--- src/rtl/sap2_prog_loader_pkg.sv ---
// Shared types and defaults for the SAP-2 program loader.
package sap2_prog_loader_pkg;

  localparam int ADDR_W_DEF = 8;
  localparam int DATA_W_DEF = 8;

  typedef enum logic [2:0] {
    S_IDLE   = 3'd0,
    S_ADDR   = 3'd1,
    S_DATA   = 3'd2,
    S_VERIFY = 3'd3,
    S_DONE   = 3'd4
  } state_e;

endpackage

--- src/rtl/sap2_loader_addr_ctr.sv ---
// Loader address/count registers: load on start, step after each written byte.
module sap2_loader_addr_ctr
  import sap2_prog_loader_pkg::*;
#(
  parameter int ADDR_W = ADDR_W_DEF
) (
  input  logic              clk,
  input  logic              clr,
  input  logic              load,
  input  logic              step,
  input  logic [ADDR_W-1:0] base_addr,
  input  logic [ADDR_W:0]   len,
  output logic [ADDR_W-1:0] addr,
  output logic [ADDR_W:0]   cnt,
  output logic              cnt_zero,
  output logic              cnt_one
);

  logic [ADDR_W-1:0] addr_q, addr_d;
  logic [ADDR_W:0]   cnt_q, cnt_d;

  always_comb begin
    addr_d = addr_q;
    cnt_d  = cnt_q;
    if (load) begin
      addr_d = base_addr;
      cnt_d  = len;
    end else if (step) begin
      // Address wraps naturally at 2^ADDR_W.
      addr_d = addr_q + 1'b1;
      cnt_d  = cnt_q - 1'b1;
    end
  end

  always_ff @(posedge clk) begin
    if (clr) begin
      addr_q <= '0;
      cnt_q  <= '0;
    end else begin
      addr_q <= addr_d;
      cnt_q  <= cnt_d;
    end
  end

  assign addr     = addr_q;
  assign cnt      = cnt_q;
  assign cnt_zero = (cnt_q == '0);
  assign cnt_one  = (cnt_q == {{ADDR_W{1'b0}}, 1'b1});

endmodule

--- src/rtl/sap2_prog_loader.sv ---
// SAP-2 program-mode loader: streams bytes into RAM via the MAR program input.
// Optional read-back check enabled by `SAP2_LOADER_VERIFY_EN.
module sap2_prog_loader
  import sap2_prog_loader_pkg::*;
#(
  parameter int ADDR_W = ADDR_W_DEF,
  parameter int DATA_W = DATA_W_DEF
) (
  input  logic              clk,
  input  logic              clr,
  input  logic              start,
  input  logic              abort,
  input  logic [ADDR_W-1:0] base_addr,
  input  logic [ADDR_W:0]   len,
  input  logic [DATA_W-1:0] in_data,
  input  logic              in_valid,
  output logic              in_ready,
  output logic              prog,
  output logic              lm,
  output logic [ADDR_W-1:0] mar_in,
  output logic              ram_we,
  output logic [DATA_W-1:0] ram_din,
  input  logic [DATA_W-1:0] ram_dout,
  output logic              cpu_hold,
  output logic              busy,
  output logic              done,
  output logic              err
);

  state_e            state_q, state_d;
  logic              ctr_load, ctr_step;
  logic [ADDR_W-1:0] addr;
  logic [ADDR_W:0]   cnt;
  logic              cnt_zero, cnt_one;
  logic              err_set, err_clr;

  sap2_loader_addr_ctr #(.ADDR_W(ADDR_W)) u_ctr (
    .clk      (clk),
    .clr      (clr),
    .load     (ctr_load),
    .step     (ctr_step),
    .base_addr(base_addr),
    .len      (len),
    .addr     (addr),
    .cnt      (cnt),
    .cnt_zero (cnt_zero),
    .cnt_one  (cnt_one)
  );

`ifdef SAP2_LOADER_VERIFY_EN
  logic [DATA_W-1:0] data_q, data_d;
  logic              err_q, err_d;
`else
  logic unused_sig;
  assign unused_sig = ^{ram_dout, cnt_zero, cnt};
`endif

  always_comb begin
    state_d  = state_q;
    ctr_load = 1'b0;
    ctr_step = 1'b0;
    err_set  = 1'b0;
    err_clr  = 1'b0;
    in_ready = 1'b0;
    prog     = 1'b0;
    lm       = 1'b0;
    mar_in   = '0;
    ram_we   = 1'b0;
    ram_din  = '0;
    done     = 1'b0;
    case (state_q)
      S_IDLE: begin
        if (start && !abort) begin
          ctr_load = 1'b1;
          err_clr  = 1'b1;
          state_d  = (len == '0) ? S_DONE : S_ADDR;
        end
      end
      S_ADDR: begin
        prog    = 1'b1;
        lm      = 1'b1;
        mar_in  = addr;
        state_d = S_DATA;
      end
      S_DATA: begin
        prog     = 1'b1;
        in_ready = 1'b1;
        if (in_valid) begin
          ram_we   = 1'b1;
          ram_din  = in_data;
          ctr_step = 1'b1;
`ifdef SAP2_LOADER_VERIFY_EN
          state_d  = S_VERIFY;
`else
          // cnt_one is the pre-decrement count: this was the last byte.
          state_d  = cnt_one ? S_DONE : S_ADDR;
`endif
        end
      end
`ifdef SAP2_LOADER_VERIFY_EN
      S_VERIFY: begin
        prog    = 1'b1;
        err_set = (ram_dout != data_q);
        state_d = cnt_zero ? S_DONE : S_ADDR;
      end
`endif
      S_DONE: begin
        done    = 1'b1;
        state_d = S_IDLE;
      end
      default: state_d = S_IDLE;
    endcase

    if (abort && state_q != S_IDLE) state_d = S_IDLE;

    // clr suppresses every strobe in the cycle it is asserted.
    if (clr) begin
      ctr_load = 1'b0;
      ctr_step = 1'b0;
      in_ready = 1'b0;
      prog     = 1'b0;
      lm       = 1'b0;
      mar_in   = '0;
      ram_we   = 1'b0;
      ram_din  = '0;
      done     = 1'b0;
    end
  end

  assign busy     = !clr && (state_q != S_IDLE);
  assign cpu_hold = busy;

`ifdef SAP2_LOADER_VERIFY_EN
  always_comb begin
    data_d = ctr_step ? in_data : data_q;
    err_d  = err_q;
    if (err_clr)      err_d = 1'b0;
    else if (err_set) err_d = 1'b1;
  end

  always_ff @(posedge clk) begin
    if (clr) begin
      data_q <= '0;
      err_q  <= 1'b0;
    end else begin
      data_q <= data_d;
      err_q  <= err_d;
    end
  end

  assign err = err_q;
`else
  assign err = 1'b0;
`endif

  always_ff @(posedge clk) begin
    if (clr) state_q <= S_IDLE;
    else     state_q <= state_d;
  end

endmodule
--- config.mk ---
export PLATFORM = sky130hd
export DESIGN_NAME = sap2_prog_loader
export DESIGN_NICKNAME = d
export VERILOG_FILES = /design/src/rtl/sap2_prog_loader_pkg.sv /design/src/rtl/sap2_loader_addr_ctr.sv /design/src/rtl/sap2_prog_loader.sv
export SDC_FILE = /design/constraint.sdc
export NUM_CORES = 1
export LEC_CHECK = 0
export CORE_ASPECT_RATIO = 2
export CORE_MARGIN = 4
export CORE_UTILIZATION = 44
export DETAILED_ROUTE_END_ITERATION = 10
export PLACE_DENSITY = 0.86
export RECOVER_POWER = 25
export SYNTH_ARGS = -nofsm -noshare
export SYNTH_HDL_FRONTEND = slang
export SYNTH_SLANG_ARGS = --single-unit
export TNS_END_PERCENT = 5
--- constraint.sdc ---
create_clock -name clk -period 3.2 [get_ports clk]
set_input_delay 0.64 -clock clk [delete_from_list [all_inputs] [get_ports clk]]
set_output_delay 0.64 -clock clk [all_outputs]
set_load 0.03 [all_outputs]
==> impl_metrics.yaml <==
placement:
  gp_congestion: 0.886
  dp_hpwl_mm: 3.05
  post-place-ws_ns: 0.429
  place_inst: 240
  place_area_mm2: 0.00178
  io_buffers: 52
critical_path:
  rr_endpoint: "u_ctr.addr[6]"
  critPathArrivalTime_ns: 2.24
  critPathKind: "in -> out"
  r2r_start: "state_q[1]"
  r2r_setup_slack_ns: 1.30
  critPathMaxFanout: 12
  required_ns: 2.56
  start_kind: "primary input"
  critical_path.endpoint_type: "output port"
  r2r_cells: 6
timing:
  period_share: 0.899
  whs_ns: 0.486
  setup_viol: 0
  setup_tns_ns: 0
  layout_min_cycle_time_ns: 2.88
  setup_slack_ns: 0.324
  rsz0062_at_grt: "no"
  hold_viol: 0
  final.setup_skew_ns: 0.00513
  fmax_mhz: 348
  drv_slew: 0
yosys:
  synth_top_cells_by_area: "dfxtp_1, and3_1, a21oi_1, nand2_1, and2_1"
  synth_area_per_cell_um2: 7.84
  synth_edf_count: 0
  synth_top_cell_area_share: 0.312
  syn_area_mm2: 0.00128
  yosysTopAreaCell: "dfxtp_1"
  ys_ff_latch: 20
  synthCells: 164
  ys_seq_area_frac: 0.312
  syn-num-nets: 205
  synthArstFlopShare: 0
  yosysWarnings: 0
  synth-main-ff-cell: "dfxtp_1"
  ys_types: 43
floorplan:
  die_area_mm2: 0.00390
  core_area_mm2: 0.00277
  fp.dieH_um: 84.4
  row_count: 27
  initial_core_util: 0.464
  ios: 62
  die_x_um: 46.2
clock_network:
  cts.htree.levels: 1
  cts-root-buf: "clkbuf_8"
  clkTransAtPathRegs_ns: 0.08
  cts-hold-fix-buffers: 0
  numClockSinks: 20
  numCtsBuffers: 3
  ctsResizeCount: 0
  clock_path_buffers: 2
  insertion_delay_ns: 0.26
  cts_tree: "done"
  post_cts_buffers: 0
detailed_routing:
  drtIter0Drc: 47
  viasPerCell: 6.06
  antenna_left: 0
  first_pass_iters: 4
  wire_per_inst_um: 16.3
  drc: 0
  num_vias: 1479
  totalWireLength_mm: 3.97
cells_and_area:
  stdcell_count: 244
  fillers: 237
  register_area_um2: 400
  multi_input_area_um2: 802
  antennaDiodeCount: 0
  drive_gt1_frac: 0.167
  final_cell_mix: "clkdlybuf4s50_1, buf_4, dfxtp_1, nand2_1, a21oi_1"
  post-route-util: 0.659
  final_nets: 257
  final_cell_area_mm2: 0.00183
  area.growth.synth_to_final_pct: 42.1
  final_common_cell: "clkdlybuf4s50_1"
worst_hold_path:
  hold_class: "reg -> reg"
  whs_endpoint: "u_ctr.cnt[1]"
  whs_path_depth: 2
  holdCritStartpoint: "u_ctr.cnt[1]"
grt:
  grt_antenna_before_repair: 0
  grt_pass1_wl_mm: 6.27
  grt_max_degree: 19
  overflow: 0
  grt_pass1_vias: 1420
  grtUsageTotal: 0.209
power:
  p_leak_nw: 0.755
  power_mw: 0.570
  vdd_drop_max_mv: 0.283
  p_per_area_mw_per_mm2: 312
run:
  cap_viol_max_count: 0
run_status:
  status: "finished, final reports clean"
## worst max-delay path, cell delays in order
cell and delay, ns:
dlygate4sd3_1 0.65, nor4b_4 0.36, nand2_4 0.14, inv_2 0.23
buf_4 0.21
## Yosys cell counts, drive strengths merged, types with 2 or more instances
| master | number |
|---|---|
| nand3 | 6 |
| or4 | 5 |
| a31oi | 6 |
| nand4 | 2 |
| o311ai | 5 |
| clkbuf | 4 |
| a32oi | 3 |
| a21oi | 12 |
| nor4b | 2 |
| nor4 | 3 |
| or3 | 5 |
| ha | 3 |
| inv | 7 |
| and2 | 7 |
| and3 | 10 |
| o21ai | 4 |
| nand2 | 18 |
| dfxtp | 20 |
| nand2b | 3 |
| buf | 7 |
| nor2 | 8 |
| a2bb2oi | 3 |
| nor3 | 4 |
| a22oi | 5 |
## cell type report
class / instances / area share
multi-input combinational: 126 / 0.439
clock buffer: 4 / 0.0302
tap: 29 / 0.0199
inverter: 7 / 0.0144
sequential: 20 / 0.219
timing repair buffer: 58 / 0.277
## worst max path at each step
stage | start | to | depth (start not counted)
2_1_floorplan | state_q[0] | mar_in[0] | 3
3_3_place_gp | clr | ram_we | 5
3_5_place_dp | clr | ram_we | 5
4_1_cts | clr | ram_we | 5
5_1_grt | clr | ram_we | 5
6_report | clr | ram_we | 5
## sequential cells by signal, indices dropped and copies added, names as in the netlist
name and count:
state_q 3, u_ctr.cnt 9, u_ctr.addr 8
## metal layers
layer  up-vias  wire length (um)  share of wire  GRT usage
li1        719                 -              -          -
met1       705              1380           0.35      0.229
met2        51              2250           0.57      0.379
met3         4               280          0.070     0.0258
met4         0                68          0.017     0.0725
met5         -                 0              0          0
## cell families (layout without fill, tap and decap cells)
kind of cell | Yosys count | in the layout | synth area share
buffers and inverters | 18 | 69 | 0.0642
adders and majority gates | 3 | 3 | 0.0292
DFF | 20 | 20 | 0.312
muxes | 1 | 1 | 0.00779
other | 1 | 1 | 0.00292
AOI/OAI and AO/OA | 43 | 43 | 0.232
and+or+nand+nor | 78 | 78 | 0.353
## power by group
part           internal (mW)  switching, mW
Combinational         0.0551         0.0497
Sequential             0.258         0.0103
Clock                  0.110         0.0869
Note: power is estimated with default switching activity, not from simulation.
